File: src/rtl/sdram_wb_pipe_pkg.sv
// Shared definitions for the pipelined Wishbone front-end of the SDRAM driver:
// FSM encoding, counter width and command record layout.
package sdram_wb_pipe_pkg;

    typedef enum logic [1:0] {
        ST_IDLE   = 2'd0,
        ST_ACTIVE = 2'd1,
        ST_DRAIN  = 2'd2
    } state_t;

    // Holds any outstanding-request limit up to 255.
    localparam int CNT_W = 8;

    // Command record is packed as {addr, wr_rdn, wr_data, wr_mask}.
    function automatic int cmd_width(input int addr_w, input int data_w);
        return addr_w + 1 + data_w + data_w / 8;
    endfunction

endpackage

File: src/rtl/sdram_wb_pipe_if.sv
// Classic-pipelined Wishbone slave bus carried between the interconnect and
// the SDRAM front-end.
interface sdram_wb_pipe_if #(
    parameter int ADDR_W = 32,
    parameter int DATA_W = 16
);
    localparam int SEL_W = DATA_W / 8;

    logic [ADDR_W-1:0] wbs_address;
    logic [DATA_W-1:0] wbs_writedata;
    logic [SEL_W-1:0]  wbs_sel;
    logic              wbs_write;
    logic              wbs_strobe;
    logic              wbs_cycle;
    logic              wbs_stall;
    logic              wbs_ack;
    logic              wbs_err;
    logic [DATA_W-1:0] wbs_readdata;

    modport master (
        output wbs_address, wbs_writedata, wbs_sel, wbs_write, wbs_strobe, wbs_cycle,
        input  wbs_stall, wbs_ack, wbs_err, wbs_readdata
    );

    modport slave (
        input  wbs_address, wbs_writedata, wbs_sel, wbs_write, wbs_strobe, wbs_cycle,
        output wbs_stall, wbs_ack, wbs_err, wbs_readdata
    );
endinterface

File: src/rtl/sdram_wb_pipe_fifo.sv
// Synchronous command FIFO with a flush input; head entry is presented
// combinationally from the read pointer.
module sdram_wb_pipe_fifo #(
    parameter int WIDTH = 8,
    parameter int DEPTH = 8
) (
    input  logic             clk,
    input  logic             reset,
    input  logic             flush,
    input  logic             push,
    input  logic             pop,
    input  logic [WIDTH-1:0] wr_data,
    output logic [WIDTH-1:0] rd_data,
    output logic             full,
    output logic             empty
);
    localparam int AW = $clog2(DEPTH);

    logic [WIDTH-1:0] mem [DEPTH];
    logic [AW-1:0]    wr_ptr;
    logic [AW-1:0]    rd_ptr;
    logic [AW:0]      count;
    logic             do_push;
    logic             do_pop;

    assign full    = (count == (AW+1)'(DEPTH));
    assign empty   = (count == '0);
    assign do_push = push & ~full;
    assign do_pop  = pop & ~empty;
    assign rd_data = mem[rd_ptr];

    always_ff @(posedge clk) begin
        if (reset || flush) begin
            wr_ptr <= '0;
            rd_ptr <= '0;
            count  <= '0;
        end else begin
            if (do_push) wr_ptr <= wr_ptr + 1'b1;
            if (do_pop)  rd_ptr <= rd_ptr + 1'b1;
            count <= count + (AW+1)'(do_push) - (AW+1)'(do_pop);
        end
    end

    always_ff @(posedge clk) begin
        if (do_push) mem[wr_ptr] <= wr_data;
    end

endmodule

File: src/rtl/sdram_wb_pipe.sv
// Pipelined Wishbone slave front-end: queues requests for the SDRAM engine and
// returns ack/err/read data in request order, draining silently on an abort.
module sdram_wb_pipe
    import sdram_wb_pipe_pkg::*;
#(
    parameter  int ADDR_W    = 32,
    parameter  int DATA_W    = 16,
    parameter  int CMD_DEPTH = 8,
    parameter  int MAX_OUT   = 8,
    localparam int SEL_W     = DATA_W / 8
) (
    input  logic              clk,
    input  logic              reset,
    sdram_wb_pipe_if.slave    wbs,
    output logic [ADDR_W-1:0] sdram_addr,
    output logic              sdram_wr_rdn,
    output logic [DATA_W-1:0] sdram_wr_data,
    output logic [SEL_W-1:0]  sdram_wr_mask,
    output logic              sdram_cmd_rdy,
    input  logic              sdram_cmd_accepted,
    input  logic              sdram_cmd_done,
    input  logic [DATA_W-1:0] sdram_rd_data,
    input  logic              sdram_err,
    output logic              sdram_access
);
    localparam int CMD_W = cmd_width(ADDR_W, DATA_W);
    localparam logic [CNT_W-1:0] MAX_OUT_C = CNT_W'(MAX_OUT);

    state_t            state_q, state_d;
    logic [CNT_W-1:0]  outstanding_q, outstanding_d;
    logic [CNT_W-1:0]  inflight_q, inflight_d;
    logic [CMD_W-1:0]  cmd_push, cmd_head;
    logic              fifo_full, fifo_empty;
    logic              accept, pop, done_ok, flush, stall;
    logic              ack_p1, err_p1;
    logic [DATA_W-1:0] rdata_p1;

    // Stall uses pre-pop fullness so a same-cycle pop never admits a push.
    assign stall         = fifo_full | (outstanding_q == MAX_OUT_C) | (state_q == ST_DRAIN);
    assign accept        = wbs.wbs_cycle & wbs.wbs_strobe & ~stall;
    assign sdram_cmd_rdy = ~fifo_empty & (state_q != ST_DRAIN);
    assign pop           = sdram_cmd_accepted & sdram_cmd_rdy;
    assign done_ok       = sdram_cmd_done & (inflight_q != '0);
    assign sdram_access  = (state_q != ST_IDLE) | wbs.wbs_cycle;

    assign cmd_push = {wbs.wbs_address, wbs.wbs_write, wbs.wbs_writedata, ~wbs.wbs_sel};
    assign {sdram_addr, sdram_wr_rdn, sdram_wr_data, sdram_wr_mask} = cmd_head;

    sdram_wb_pipe_fifo #(
        .WIDTH (CMD_W),
        .DEPTH (CMD_DEPTH)
    ) u_cmd_fifo (
        .clk     (clk),
        .reset   (reset),
        .flush   (flush),
        .push    (accept),
        .pop     (pop),
        .wr_data (cmd_push),
        .rd_data (cmd_head),
        .full    (fifo_full),
        .empty   (fifo_empty)
    );

    always_comb begin
        state_d       = state_q;
        flush         = 1'b0;
        inflight_d    = inflight_q + CNT_W'(pop) - CNT_W'(done_ok);
        outstanding_d = outstanding_q + CNT_W'(accept) - CNT_W'(done_ok);
        case (state_q)
            ST_IDLE: begin
                if (wbs.wbs_cycle) state_d = ST_ACTIVE;
            end
            ST_ACTIVE: begin
                if (!wbs.wbs_cycle) begin
                    if (outstanding_q == '0) begin
                        state_d = ST_IDLE;
                    end else begin
                        // Abort: queued work is dropped, only in-flight commands remain owed.
                        state_d       = ST_DRAIN;
                        flush         = 1'b1;
                        outstanding_d = inflight_d;
                    end
                end
            end
            ST_DRAIN: begin
                if (inflight_d == '0) state_d = ST_IDLE;
            end
            default: state_d = ST_IDLE;
        endcase
    end

    always_ff @(posedge clk) begin
        if (reset) begin
            state_q       <= ST_IDLE;
            outstanding_q <= '0;
            inflight_q    <= '0;
        end else begin
            state_q       <= state_d;
            outstanding_q <= outstanding_d;
            inflight_q    <= inflight_d;
        end
    end

    // Stage p1: completion registered one cycle after sdram_cmd_done.
    always_ff @(posedge clk) begin
        if (reset) begin
            ack_p1   <= 1'b0;
            err_p1   <= 1'b0;
            rdata_p1 <= '0;
        end else begin
            ack_p1 <= done_ok & ~sdram_err & (state_q != ST_DRAIN);
            err_p1 <= done_ok & sdram_err & (state_q != ST_DRAIN);
            if (done_ok) rdata_p1 <= sdram_rd_data;
        end
    end

    assign wbs.wbs_stall    = stall;
    assign wbs.wbs_ack      = ack_p1;
    assign wbs.wbs_err      = err_p1;
    assign wbs.wbs_readdata = rdata_p1;

endmodule

File: src/flat_wrapper.sv
// flat-port wrapper written by rule: the top's interface ports become plain ports
module sdram_wb_pipe_flat import sdram_wb_pipe_pkg::*;
#(
    parameter  int ADDR_W    = 32,
    parameter  int DATA_W    = 16,
    parameter  int CMD_DEPTH = 8,
    parameter  int MAX_OUT   = 8,
    localparam int SEL_W     = DATA_W / 8
)
  (clk, reset, sdram_addr, sdram_wr_rdn, sdram_wr_data, sdram_wr_mask, sdram_cmd_rdy, sdram_cmd_accepted, sdram_cmd_done, sdram_rd_data, sdram_err, sdram_access, wbs_wbs_address, wbs_wbs_writedata, wbs_wbs_sel, wbs_wbs_write, wbs_wbs_strobe, wbs_wbs_cycle, wbs_wbs_stall, wbs_wbs_ack, wbs_wbs_err, wbs_wbs_readdata);
  sdram_wb_pipe_if #(.ADDR_W(ADDR_W), .DATA_W(DATA_W)) wbs_i ();
  input  logic clk;
  input  logic reset;
  output logic [ADDR_W-1:0] sdram_addr;
  output logic sdram_wr_rdn;
  output logic [DATA_W-1:0] sdram_wr_data;
  output logic [SEL_W-1:0] sdram_wr_mask;
  output logic sdram_cmd_rdy;
  input  logic sdram_cmd_accepted;
  input  logic sdram_cmd_done;
  input  logic [DATA_W-1:0] sdram_rd_data;
  input  logic sdram_err;
  output logic sdram_access;
  input wire logic [$bits(wbs_i.wbs_address)-1:0] wbs_wbs_address;
  input wire logic [$bits(wbs_i.wbs_writedata)-1:0] wbs_wbs_writedata;
  input wire logic [$bits(wbs_i.wbs_sel)-1:0] wbs_wbs_sel;
  input wire logic [$bits(wbs_i.wbs_write)-1:0] wbs_wbs_write;
  input wire logic [$bits(wbs_i.wbs_strobe)-1:0] wbs_wbs_strobe;
  input wire logic [$bits(wbs_i.wbs_cycle)-1:0] wbs_wbs_cycle;
  output wire logic [$bits(wbs_i.wbs_stall)-1:0] wbs_wbs_stall;
  output wire logic [$bits(wbs_i.wbs_ack)-1:0] wbs_wbs_ack;
  output wire logic [$bits(wbs_i.wbs_err)-1:0] wbs_wbs_err;
  output wire logic [$bits(wbs_i.wbs_readdata)-1:0] wbs_wbs_readdata;
  assign wbs_i.wbs_address = wbs_wbs_address;
  assign wbs_i.wbs_writedata = wbs_wbs_writedata;
  assign wbs_i.wbs_sel = wbs_wbs_sel;
  assign wbs_i.wbs_write = wbs_wbs_write;
  assign wbs_i.wbs_strobe = wbs_wbs_strobe;
  assign wbs_i.wbs_cycle = wbs_wbs_cycle;
  assign wbs_wbs_stall = wbs_i.wbs_stall;
  assign wbs_wbs_ack = wbs_i.wbs_ack;
  assign wbs_wbs_err = wbs_i.wbs_err;
  assign wbs_wbs_readdata = wbs_i.wbs_readdata;
  sdram_wb_pipe #(.ADDR_W(ADDR_W), .DATA_W(DATA_W), .CMD_DEPTH(CMD_DEPTH), .MAX_OUT(MAX_OUT)) u_core (.clk(clk), .reset(reset), .wbs(wbs_i), .sdram_addr(sdram_addr), .sdram_wr_rdn(sdram_wr_rdn), .sdram_wr_data(sdram_wr_data), .sdram_wr_mask(sdram_wr_mask), .sdram_cmd_rdy(sdram_cmd_rdy), .sdram_cmd_accepted(sdram_cmd_accepted), .sdram_cmd_done(sdram_cmd_done), .sdram_rd_data(sdram_rd_data), .sdram_err(sdram_err), .sdram_access(sdram_access));
endmodule
File: config.mk
export PLATFORM = sky130hd
export DESIGN_NAME = sdram_wb_pipe_flat
export DESIGN_NICKNAME = d
export VERILOG_FILES = /design/src/rtl/sdram_wb_pipe_pkg.sv /design/src/rtl/sdram_wb_pipe_if.sv /design/src/rtl/sdram_wb_pipe_fifo.sv /design/src/rtl/sdram_wb_pipe.sv /design/src/flat_wrapper.sv
export SDC_FILE = /design/constraint.sdc
export NUM_CORES = 1
export LEC_CHECK = 0
export CORE_MARGIN = 3
export CORE_UTILIZATION = 52
export DETAILED_ROUTE_END_ITERATION = 10
export GPL_TIMING_DRIVEN = 0
export HOLD_SLACK_MARGIN = 0.12
export MAX_ROUTING_LAYER = met4
export PLACE_DENSITY = 0.81
export SLEW_MARGIN = 20
export SYNTH_ARGS = -nofsm -noshare
export SYNTH_HDL_FRONTEND = slang
export SYNTH_SLANG_ARGS = --single-unit
File: constraint.sdc
create_clock -name clk -period 7.81 [get_ports clk]
set_clock_uncertainty 0.15 [all_clocks]
set_input_delay 0.781 -clock clk [delete_from_list [all_inputs] [get_ports clk]]
set_output_delay 0.781 -clock clk [all_outputs]
set_load 0.02 [all_outputs]
==> results.md <==
* RePlAce Congestion at 0.802
* NumNets Final at 1238
* Fmax at 247 MHz
* Seq. cell area at 13200 sq um
* Yosys warning total at 0
* Leak at 7.22 nW
* Vias in the first global route at 9775
* Mean Syn Cell Area at 19.9 sq um
* Worst Hold Class: flip-flop to flip-flop
* Final wirelength at 37700 microns
* Non-filler instance count after layout at 1616
* Root buf cell: clkbuf_16
* Setup CP Type: flip-flop to primary output
* Port bufs at 145
* Synth area leaders: edfxtp_1, mux4_2, dfxtp_1
* CTS hold repair buffers at 0
* Final hold vios at 0
* #FFs+latches synth at 457
* Initial antenna violation count at 1
* Top-area cell type share of the netlist area at 68.2%
* Cell Area, Synth at 18000 sq um
* Fin. max-slew vios at 0
* RSZ-0062 raised after global routing: false
* Drt pass-1 iters at 5
* Status: finished clean
* Internal at 4.94 mW
* Library cells used by synthesis at 54
* CTS HTree Levels at 2
* Via density at 5.70
* Synth Flop Type: edfxtp_1
* CTS clk-pin slew, worst paths at 60 ps
* Multi-input logic area at 4480 sq um
* Final Instance Area at 22100 sq um
* Number of top-level pins at 146
* Num Clock Sinks at 457
* Post-CTS setup buffers at 0
* EDFF count, synth at 408
* Share of cells above drive strength 1 at 24.0%
* Max-Cap Viols at 0
* Worst Tran Pin Value at 835 ps
* FILL cells at 2144
* DRC at 0
* Rows at 67
* Via count at 9215
* Critical Path RT at 6880 ps
* Crit path max fanout at 10
* Die Span Y at 192 microns
* Area Overhead vs Synth at 23.0%
* Core area at 33800 sq um
* Routed wire per std cell at 23.4 microns
* Post-detail-place hpwl at 23200 microns
* Worst setup SP type: flip-flop
* Largest net degree at the start of global routing at 19
* Pwr dens at 309 nW/um^2
* First-pass GRT wire length at 57600 microns
* Clk network pwr share at 30.8%
* Syn nets at 1013
* Most frequent cell after synthesis: edfxtp_1
* Remaining global-route overflow at 0
* CTS Buf Count at 45
* Mapped Cells at 905
* Die area at 36800 sq um
* Area after DPL at 20600 sq um
* CTS Buffer Depth at 3
* Net Sw Frac at 27.6%
* Worst vdd ir at 0.189 mV
* TritonCTS clock tree: yes
* Logic gate share of total power at 27.7%
* TNS Setup at 0 ps
* Tcrit/Tclk final at 51.9%
* Initial DRC Count at 740
* Critical path capture point type: primary output
* Endpoints failing setup at 0
* Seq pwr share at 41.5%
* Initial Utilization at 53.2%
* Sequential share of the synthesized area at 73.6%
* Post-cts resize count at 0
* Crit path DAT at 3120 ps
* Synth area leader: edfxtp_1
* Tmin final at 4050 ps
* Aggregate global-route resource usage at 21.5%
* Post-DRT Antenna Nets at 0
* Slew headroom at 44.3%
* Worst-Skew Late Latency at 550 ps
* Placed Cells at 1531
* FFs w/ async S/R, synth at 0%
* DIE WIDTH at 192 microns
* Net switching power at 1.89 mW
* Commonest cells in the synthesized netlist: edfxtp_1, mux4_2, mux2_2, dfxtp_1, nand2_1
==> metrics by stage <==
stage	power (mW)	util (%)	setup slack [ps]	hold WS, ps
after floorplan	4.17	-	2230	312
after global placement	4.74	59.1	-2110	291
after detailed placement	4.78	61.1	3470	298
after CTS	6.89	65.4	3690	308
after global routing	7.14	65.4	3630	326
final	6.83	65.4	3760	304
==> placed cells by master, fill, tap and decap left out, drive strengths merged, types with 13 or more instances in the layout <==
cell,Yosys,final
buf,23,56
a21oi,30,30
clkdlybuf4s50,0,145
inv,36,39
clkbuf,13,78
ha,31,31
dfxtp,49,49
edfxtp,408,408
mux4,102,102
clkinv,1,13
nor2,32,32
mux2,51,51
nand2,42,42
==> power by group through the flow <==
stage               clock (mW)  sequential [mW]  combinational, mW
finish                    2.10             2.83               1.89
floorplan                    0             2.89               1.28
detailed placement           0             2.88               1.90
CTS                       2.14             2.83               1.92
global route              2.23             2.84               2.07
global placement             0             2.89               1.85
==> routing by layer <==
layer	global-route usage, %	wire length [microns]	up-vias
li1	-	-	4091
met1	27.4	15000	4709
met2	35.4	19100	347
met3	4.02	2660	68
met4	7.06	1060	0
met5	-	0	-
==> worst max-delay path: stages (launching register included) <==
cell and delay [ps]:
dfxtp_1 340, buf_2 270, buf_1 670, mux4_2 440, mux2_2 290, clkdlybuf4s50_1 570
==> cell families after synthesis <==
family                   count (synthesis)  share of synthesized area, %
flip-flops                             457                          73.6
buffers and inverters                   73                          1.73
multiplexers                           154                          16.0
AO/OA/AOI/OAI                           59                          2.37
XOR/XNOR                                13                         0.634
AND/OR/NAND/NOR                        115                          3.10
adder cells (fa/ha/maj)                 34                          2.49
==> state kept, by name, summed over array words and instances (netlist names), named ones only <==
name / count
u_core.u_cmd_fifo.mem: 408
u_core.wbs.wbs_readdata: 16
u_core.inflight_q: 8
u_core.outstanding_q: 8
u_core.u_cmd_fifo.count: 4
u_core.u_cmd_fifo.rd_ptr: 3
u_core.u_cmd_fifo.wr_ptr: 3
u_core.state_q: 2
u_core.wbs.wbs_ack: 1
u_core.wbs.wbs_err: 1
==> final timing paths <==
path                                             startpoint                     endpoint  slack (ps)  cells after the start
worst min register to register  u_core.wbs.wbs_readdata[12]  u_core.wbs.wbs_readdata[12]         300                      2
worst max-delay path                              flip-flop               sdram_addr[29]        3760                      5
worst min-delay path            u_core.wbs.wbs_readdata[12]  u_core.wbs.wbs_readdata[12]         300                      2
worst max register to register         u_core.inflight_q[2]            u_core.state_q[1]        3980                     16
==> final cells by class <==
cell class / instances / share of cell area, %
Inverter: 37 / 0.629
Clock buffer: 65 / 5.68
Tap cell: 448 / 2.54
Clock inverter: 18 / 0.889
Buffer: 36 / 0.781
Antenna cell: 2 / 0.0226
Sequential cell: 457 / 59.9
Multi-Input combinational cell: 375 / 20.3
Timing Repair Buffer: 178 / 9.30
Power figures use the tool's default switching activity.
